--- config.mk ---
export PLATFORM = sky130hd
export DESIGN_NAME = sub_nbits
export DESIGN_NICKNAME = d
export VERILOG_FILES = /design/src/rtl/full_adder_1bit.sv /design/src/rtl/sub_nbits.sv
export SDC_FILE = /design/constraint.sdc
export NUM_CORES = 1
export LEC_CHECK = 0
export CAP_MARGIN = 20
export CORE_MARGIN = 3
export CORE_UTILIZATION = 30
export CTS_CLUSTER_DIAMETER = 30
export CTS_CLUSTER_SIZE = 16
export DETAILED_ROUTE_END_ITERATION = 8
export GPL_ROUTABILITY_DRIVEN = 1
export PLACE_DENSITY = 0.77
export SLEW_MARGIN = 20
export SYNTH_ARGS = -nofsm -noshare
export SYNTH_HDL_FRONTEND = slang
export SYNTH_HIERARCHICAL = 1
export SYNTH_SLANG_ARGS = --single-unit
--- constraint.sdc ---
create_clock -name clk_i -period 4.6 [get_ports clk_i]
set_input_delay 0.46 -clock clk_i [delete_from_list [all_inputs] [get_ports clk_i]]
set_output_delay 0.46 -clock clk_i [all_outputs]
set_load 0.005 [all_outputs]
--- src/rtl/full_adder_1bit.sv ---
// rtl/full_adder_1bit.sv - one-bit full adder cell used by the ripple subtractor
module full_adder_1bit (
   input  logic a,
   input  logic b,
   input  logic cin,
   output logic s,
   output logic cout
);

   // Plain gate equations so that X/Z on any input reaches the outputs unmasked
   assign s    = a ^ b ^ cin;
   assign cout = (a & b) | (a & cin) | (b & cin);

endmodule

--- src/rtl/sub_nbits.sv ---
// rtl/sub_nbits.sv - unsigned ripple-carry subtractor with combinational and registered outputs
module sub_nbits #(
   parameter int width = 8
) (
   input  logic             clk_i,
   input  logic             rst_i,
   input  logic [width-1:0] a_i,
   input  logic [width-1:0] b_i,
   output logic [width-1:0] s_o,
   output logic             cout_o,
   output logic [width-1:0] s_q_o,
   output logic             cout_q_o
);

   // carry[i] feeds bit i; carry[0] = 1 supplies the +1 of the two's complement of b_i
   logic [width:0]   carry;
   logic [width-1:0] b_inv;
   logic [width-1:0] s_d;
   logic             cout_d;
   logic [width-1:0] s_q;
   logic             cout_q;

   assign carry[0] = 1'b1;
   assign b_inv    = ~b_i;

   // a_i + ~b_i + 1 as a chain of one-bit cells, LSB first
   for (genvar i = 0; i < width; i++) begin : g_fa
      full_adder_1bit u_fa (
         .a    (a_i[i]),
         .b    (b_inv[i]),
         .cin  (carry[i]),
         .s    (s_d[i]),
         .cout (carry[i+1])
      );
   end

   // Final carry is 1 exactly when no borrow occurred (a_i >= b_i)
   assign cout_d = carry[width];

   assign s_o    = s_d;
   assign cout_o = cout_d;

   // Capture the difference every edge; reset clears only the registered copy
   always_ff @(posedge clk_i) begin
      if (rst_i) begin
         s_q    <= '0;
         cout_q <= 1'b0;
      end else begin
         s_q    <= s_d;
         cout_q <= cout_d;
      end
   end

   assign s_q_o    = s_q;
   assign cout_q_o = cout_q;

endmodule

# After elaboration in Yosys (flattened, before gate mapping)
# Cells that the tools add are included.
[word_totals]
reg_bits = 9
input_bits = 18
output_inout_bits = 18
word_cells = 57
[op_classes]
bitwise = 55
[op_table]
columns = ["cell", "count"]
rows = [
  ["bitwise AND 1 bit", 22],
  ["OR 1 bit", 16],
  ["bitwise XOR 1 bit", 15],
  ["inverter 8 bit", 1],
  ["inverter 1 bit", 1],
]

# Longest topological paths before layout
[logic_depth]
depth_word = 25
mapped_depth = 10
mapped_depth_nobuf = 10

# Modules after synthesis
# Netlist, hierarchy kept.
[modules_own_cells]
columns = ["module", "cells_each", "area_per_inst_um2", "seq_area_each_um2", "n_inst"]
rows = [
  ["sub_nbits", 27, 270.3, 180.2, 1],
  ["full_adder_1bit", 1, 20.0, 0.0, 8],
]

# Worst setup path before layout
# Ideal clock, no wire load.
[synth_path]
kind = "in2out"
startpoint = "in b_i[0]"
endpoint = "out s_o[7]"
n_path_buf = 0
cell_stages = 9
path_slack_ns = 0.468
arrival_time_ns = 3.672
required_ns = 4.140
cell_sequence = "inv_1 -> fa_1 -> fa_1 -> fa_1 -> fa_1 -> fa_1 -> fa_1 -> fa_1 -> fa_1"
[synth_via]
elab_chain_cells = 23
word_cells_on_any_way = 29
classes_between = "29 x bitwise"
[synth_rtl]
columns = ["item", "line_no", "source"]
rows = [
  ["from (decl)", "sub_nbits.sv:8", "input logic [width-1:0] b_i,"],
  ["inverter 8 bit *", "sub_nbits.sv:24", "assign b_inv = ~b_i;"],
  ["bitwise AND 1 bit", "full_adder_1bit.sv:12", "assign cout = (a & b) | (a & cin) | (b & cin);"],
  ["OR 1 bit", "full_adder_1bit.sv:12", ""],
  ["OR 1 bit *", "full_adder_1bit.sv:12", ""],
  ["named net carry[1]", "sub_nbits.sv:16", "logic [width:0] carry;"],
  ["bitwise AND 1 bit", "full_adder_1bit.sv:12", ""],
  ["OR 1 bit", "full_adder_1bit.sv:12", ""],
  ["OR 1 bit *", "full_adder_1bit.sv:12", ""],
  ["named net carry[2]", "sub_nbits.sv:16", ""],
  ["(+3 left out)", "-", ""],
  ["named net carry[3]", "sub_nbits.sv:16", ""],
  ["(+3 left out)", "-", ""],
  ["named net carry[4]", "sub_nbits.sv:16", ""],
  ["(+3 left out)", "-", ""],
  ["named net carry[5]", "sub_nbits.sv:16", ""],
  ["(+1 left out)", "-", ""],
  ["OR 1 bit", "full_adder_1bit.sv:12", ""],
  ["OR 1 bit *", "full_adder_1bit.sv:12", ""],
  ["named net carry[6]", "sub_nbits.sv:16", ""],
  ["bitwise AND 1 bit", "full_adder_1bit.sv:12", ""],
  ["OR 1 bit", "full_adder_1bit.sv:12", ""],
  ["OR 1 bit *", "full_adder_1bit.sv:12", ""],
  ["named net carry[7]", "sub_nbits.sv:16", ""],
  ["bitwise XOR 1 bit *", "full_adder_1bit.sv:11", "assign s = a ^ b ^ cin;"],
  ["to (decl)", "sub_nbits.sv:9", "output logic [width-1:0] s_o,"],
]
# The timed path passes the listed nets; every way through them passes the cells marked *.

# Final worst setup path
[layout_path]
startpoint = "in b_i[0]"
endpoint = "out s_o[7]"
[layout_via]
elab_chain_cells = 23
word_cells_on_any_way = 29
classes_between = "29 x bitwise"
[layout_rtl]
columns = ["item", "line_no", "source"]
rows = [
  ["inverter 8 bit *", "sub_nbits.sv:24", ""],
  ["named net b_inv[0]", "sub_nbits.sv:17", "logic [width-1:0] b_inv;"],
  ["bitwise AND 1 bit", "full_adder_1bit.sv:12", ""],
  ["OR 1 bit", "full_adder_1bit.sv:12", ""],
  ["OR 1 bit *", "full_adder_1bit.sv:12", ""],
  ["named net carry[1]", "sub_nbits.sv:16", ""],
  ["bitwise AND 1 bit", "full_adder_1bit.sv:12", ""],
  ["OR 1 bit", "full_adder_1bit.sv:12", ""],
  ["(+1 left out)", "-", ""],
  ["named net carry[2]", "sub_nbits.sv:16", ""],
  ["(+3 left out)", "-", ""],
  ["named net carry[3]", "sub_nbits.sv:16", ""],
  ["(+3 left out)", "-", ""],
  ["named net carry[4]", "sub_nbits.sv:16", ""],
  ["(+3 left out)", "-", ""],
  ["named net carry[5]", "sub_nbits.sv:16", ""],
  ["(+1 left out)", "-", ""],
  ["OR 1 bit", "full_adder_1bit.sv:12", ""],
  ["OR 1 bit *", "full_adder_1bit.sv:12", ""],
  ["named net carry[6]", "sub_nbits.sv:16", ""],
  ["bitwise AND 1 bit", "full_adder_1bit.sv:12", ""],
  ["OR 1 bit", "full_adder_1bit.sv:12", ""],
  ["OR 1 bit *", "full_adder_1bit.sv:12", ""],
  ["named net carry[7]", "sub_nbits.sv:16", ""],
  ["bitwise XOR 1 bit *", "full_adder_1bit.sv:11", ""],
]
# Marked as above.

==> results.md <==
- Biggest cell delay along the critical path: approximately 0.53 ns
- GPL Wtd Cong: 0.647
- Crit end category: output pin
- Syn Inst Count: 35
- Worst setup SP type: primary input
- Worst-path maximum fanout: 2
- Syn avg cell area: around 12 um^2
- Hold_ws: around 0.94 ns
- Data required, critical path: 4.14 ns
- Placed cell count: 85
- Worst endpoint data arrival time: 4.05 ns
- Critical Path Most Common Cell: fa_2
- Initial DRC count: 3
- First-pass GRT wire length: 1440 um
- Area grow syn2layout: 95.6%
- Ant diodes: 0
- Grt ovf: 0
- Final setup viols: 0
- Crit-path cells: clkdlybuf4s50_1 -> inv_1 -> fa_2 -> fa_2 -> fa_2 -> fa_2 -> fa_2 -> fa_2 -> fa_2 -> fa_2 -> buf_2
- Clk buf depth: 2
- Largest net degree at the start of global routing: 10
- P_leak: 0.352 nW
- Cts hold-fix bufs: 0
- Share of layout cells above drive strength 1: 0.162
- Crit path time final: about 4.5 ns
- Die Y: between 40 and 50 um
- Port bufs: 35
- Hold depth: 2
- Synth Warn #: 6
- CTS Sinks: 9
- Die area: slightly below 2000 um^2
- Initial antenna violation count: 0
- Crit share post-route: 0.979
- Drt drc: 0
- Via count of the first global-routing pass: approximately 330
- Total power: ~0.00024 W
- Layout Cell Area excl Fill: between 800 and 900 um^2
- Final Non-Filler Cells: just under 90
- Initial Util: 0.327
- CTS H-tree depth: 1
- RSZ-0062 raised after global routing: no
- Power density cells: between 200 and 300 nW/um^2
- Tightest Hold Check Type: in -> reg
- Number of CTS-inserted buffers: 3
- FMAX: roughly 220 MHz
- Placed Area: roughly 800 um^2
- Vias post-DR: approximately 350
- Via density: between 3 and 4
- Cell area after synthesis: ~430 um^2
- Peak supply drop: around 0.1 mV
- Area of the core: ~1300 um^2
- Crit Path Category: in -> out
- Post-synthesis sequential area ratio: 0.419
- Maxcap violations: 0
- # rows: 13
- Final Hold Fails: 0
- Final HPWL DP: approximately 830 um
- Setup TNS: 0 ns
- Layout Nets: just over 100
- Gr usage total: 0.110
- Router iterations before antenna repair: 2
- Status: complete, no violations
- Distinct cells, synth: 5
- Mapped Nets: between 60 and 70
- Reg clk slew, reported paths: about 0.060 ns
- Final ANT Viol Nets: 0
- Commonest non-fill, non-tap cell in the layout: clkdlybuf4s50_1
- Critical-path top delay cell: fa_2
- Hold EP: s_q_o[6]
- Final WL: about 900 um
- CTS tree: done
- Fin. max-slew vios: 0
- Die width: approximately 44 um
- Post-CTS Setup Bufs: 0
- Wire length per cell: between 9 and 10 um
- Worst Hold Launch: rst_i
- Commonest non-fill, non-tap cells in the layout: clkdlybuf4s50_1, nor2b_1, dfxtp_1
- Flops & latches, synth: 9
- Clock root cell: clkbuf_4
- I/O pin count: 36
==> worst max-delay path by stage <==
stage / start / to / slack, ns
after floorplan: b_i[0] / s_o[7] / 0.47
after global placement: b_i[0] / s_o[7] / -0.56
after detailed placement: b_i[0] / s_o[7] / -0.59
after CTS: b_i[0] / s_o[7] / 0.003
after global routing: b_i[0] / s_o[7] / 0.03
final: b_i[0] / s_o[7] / 0.09
==> state kept, by name, indices dropped and copies added (netlist names) <==
name      cells
cout_q_o      1
s_q_o         8
==> cell usage after synthesis <==
master   number  area, um^2
dfxtp_1       9         180
inv_1         8        30.0
conb_1        1        3.75
nor2b_1       9        56.3
fa_1          8         160
==> cells by family after synthesis <==
family,count (synthesis),share of synthesized area
buffers and inverters,8,0.0698
and+or+nand+nor,9,0.131
other,1,0.00871
DFF,9,0.419
adders and majority gates,8,0.372
==> report_power, final <==
part	switching, W	total [W]	internal, W
clock	0.0000250	0.0000582	0.0000333
combinational	0.0000287	0.0000935	0.0000648
sequential	0.00000225	0.0000898	0.0000876
==> final cells by class <==
| cell class | instances | area, um^2 |
|---|---|---|
| Fill cell | 114 | 475 |
| Timing Repair Buffer | 35 | 347 |
| Multi-Input combinational cell | 18 | 240 |
| Sequential cell | 9 | 180 |
| Inverter | 8 | 30.0 |
| Clock buffer | 4 | 26.3 |
| Tap cell | 15 | 18.8 |
==> worst max-delay path, delay by kind of cell <==
| family | cells | cell delay [ns] |
|---|---|---|
| adders and majority gates | 8 | 2.97 |
| buffers and inverters | 3 | 0.61 |
==> routing by layer <==
metal  up-vias  global-route usage  routed length (um)
li1        173                   -                   -
met1       159               0.104                 286
met2        15               0.166                 509
met3         0              0.0498                  89
met4         0               0.120                   0
met5         -                   0                   0
==> stage by stage <==
step,util,setup WS (ns)
5_1_grt,0.639,0.0317
3_3_place_gp,0.607,-0.558
4_1_cts,0.640,0.00325
6_report,0.639,0.0950
2_1_floorplan,-,0.468
3_5_place_dp,0.607,-0.593
==> what timing repair did <==
action | CTS | global route
endpoints found under the setup margin | 3 | 3
resized for setup | 11 | 3
pin swaps | 1 | 1
No activity file was read; power rests on OpenSTA's default activity.
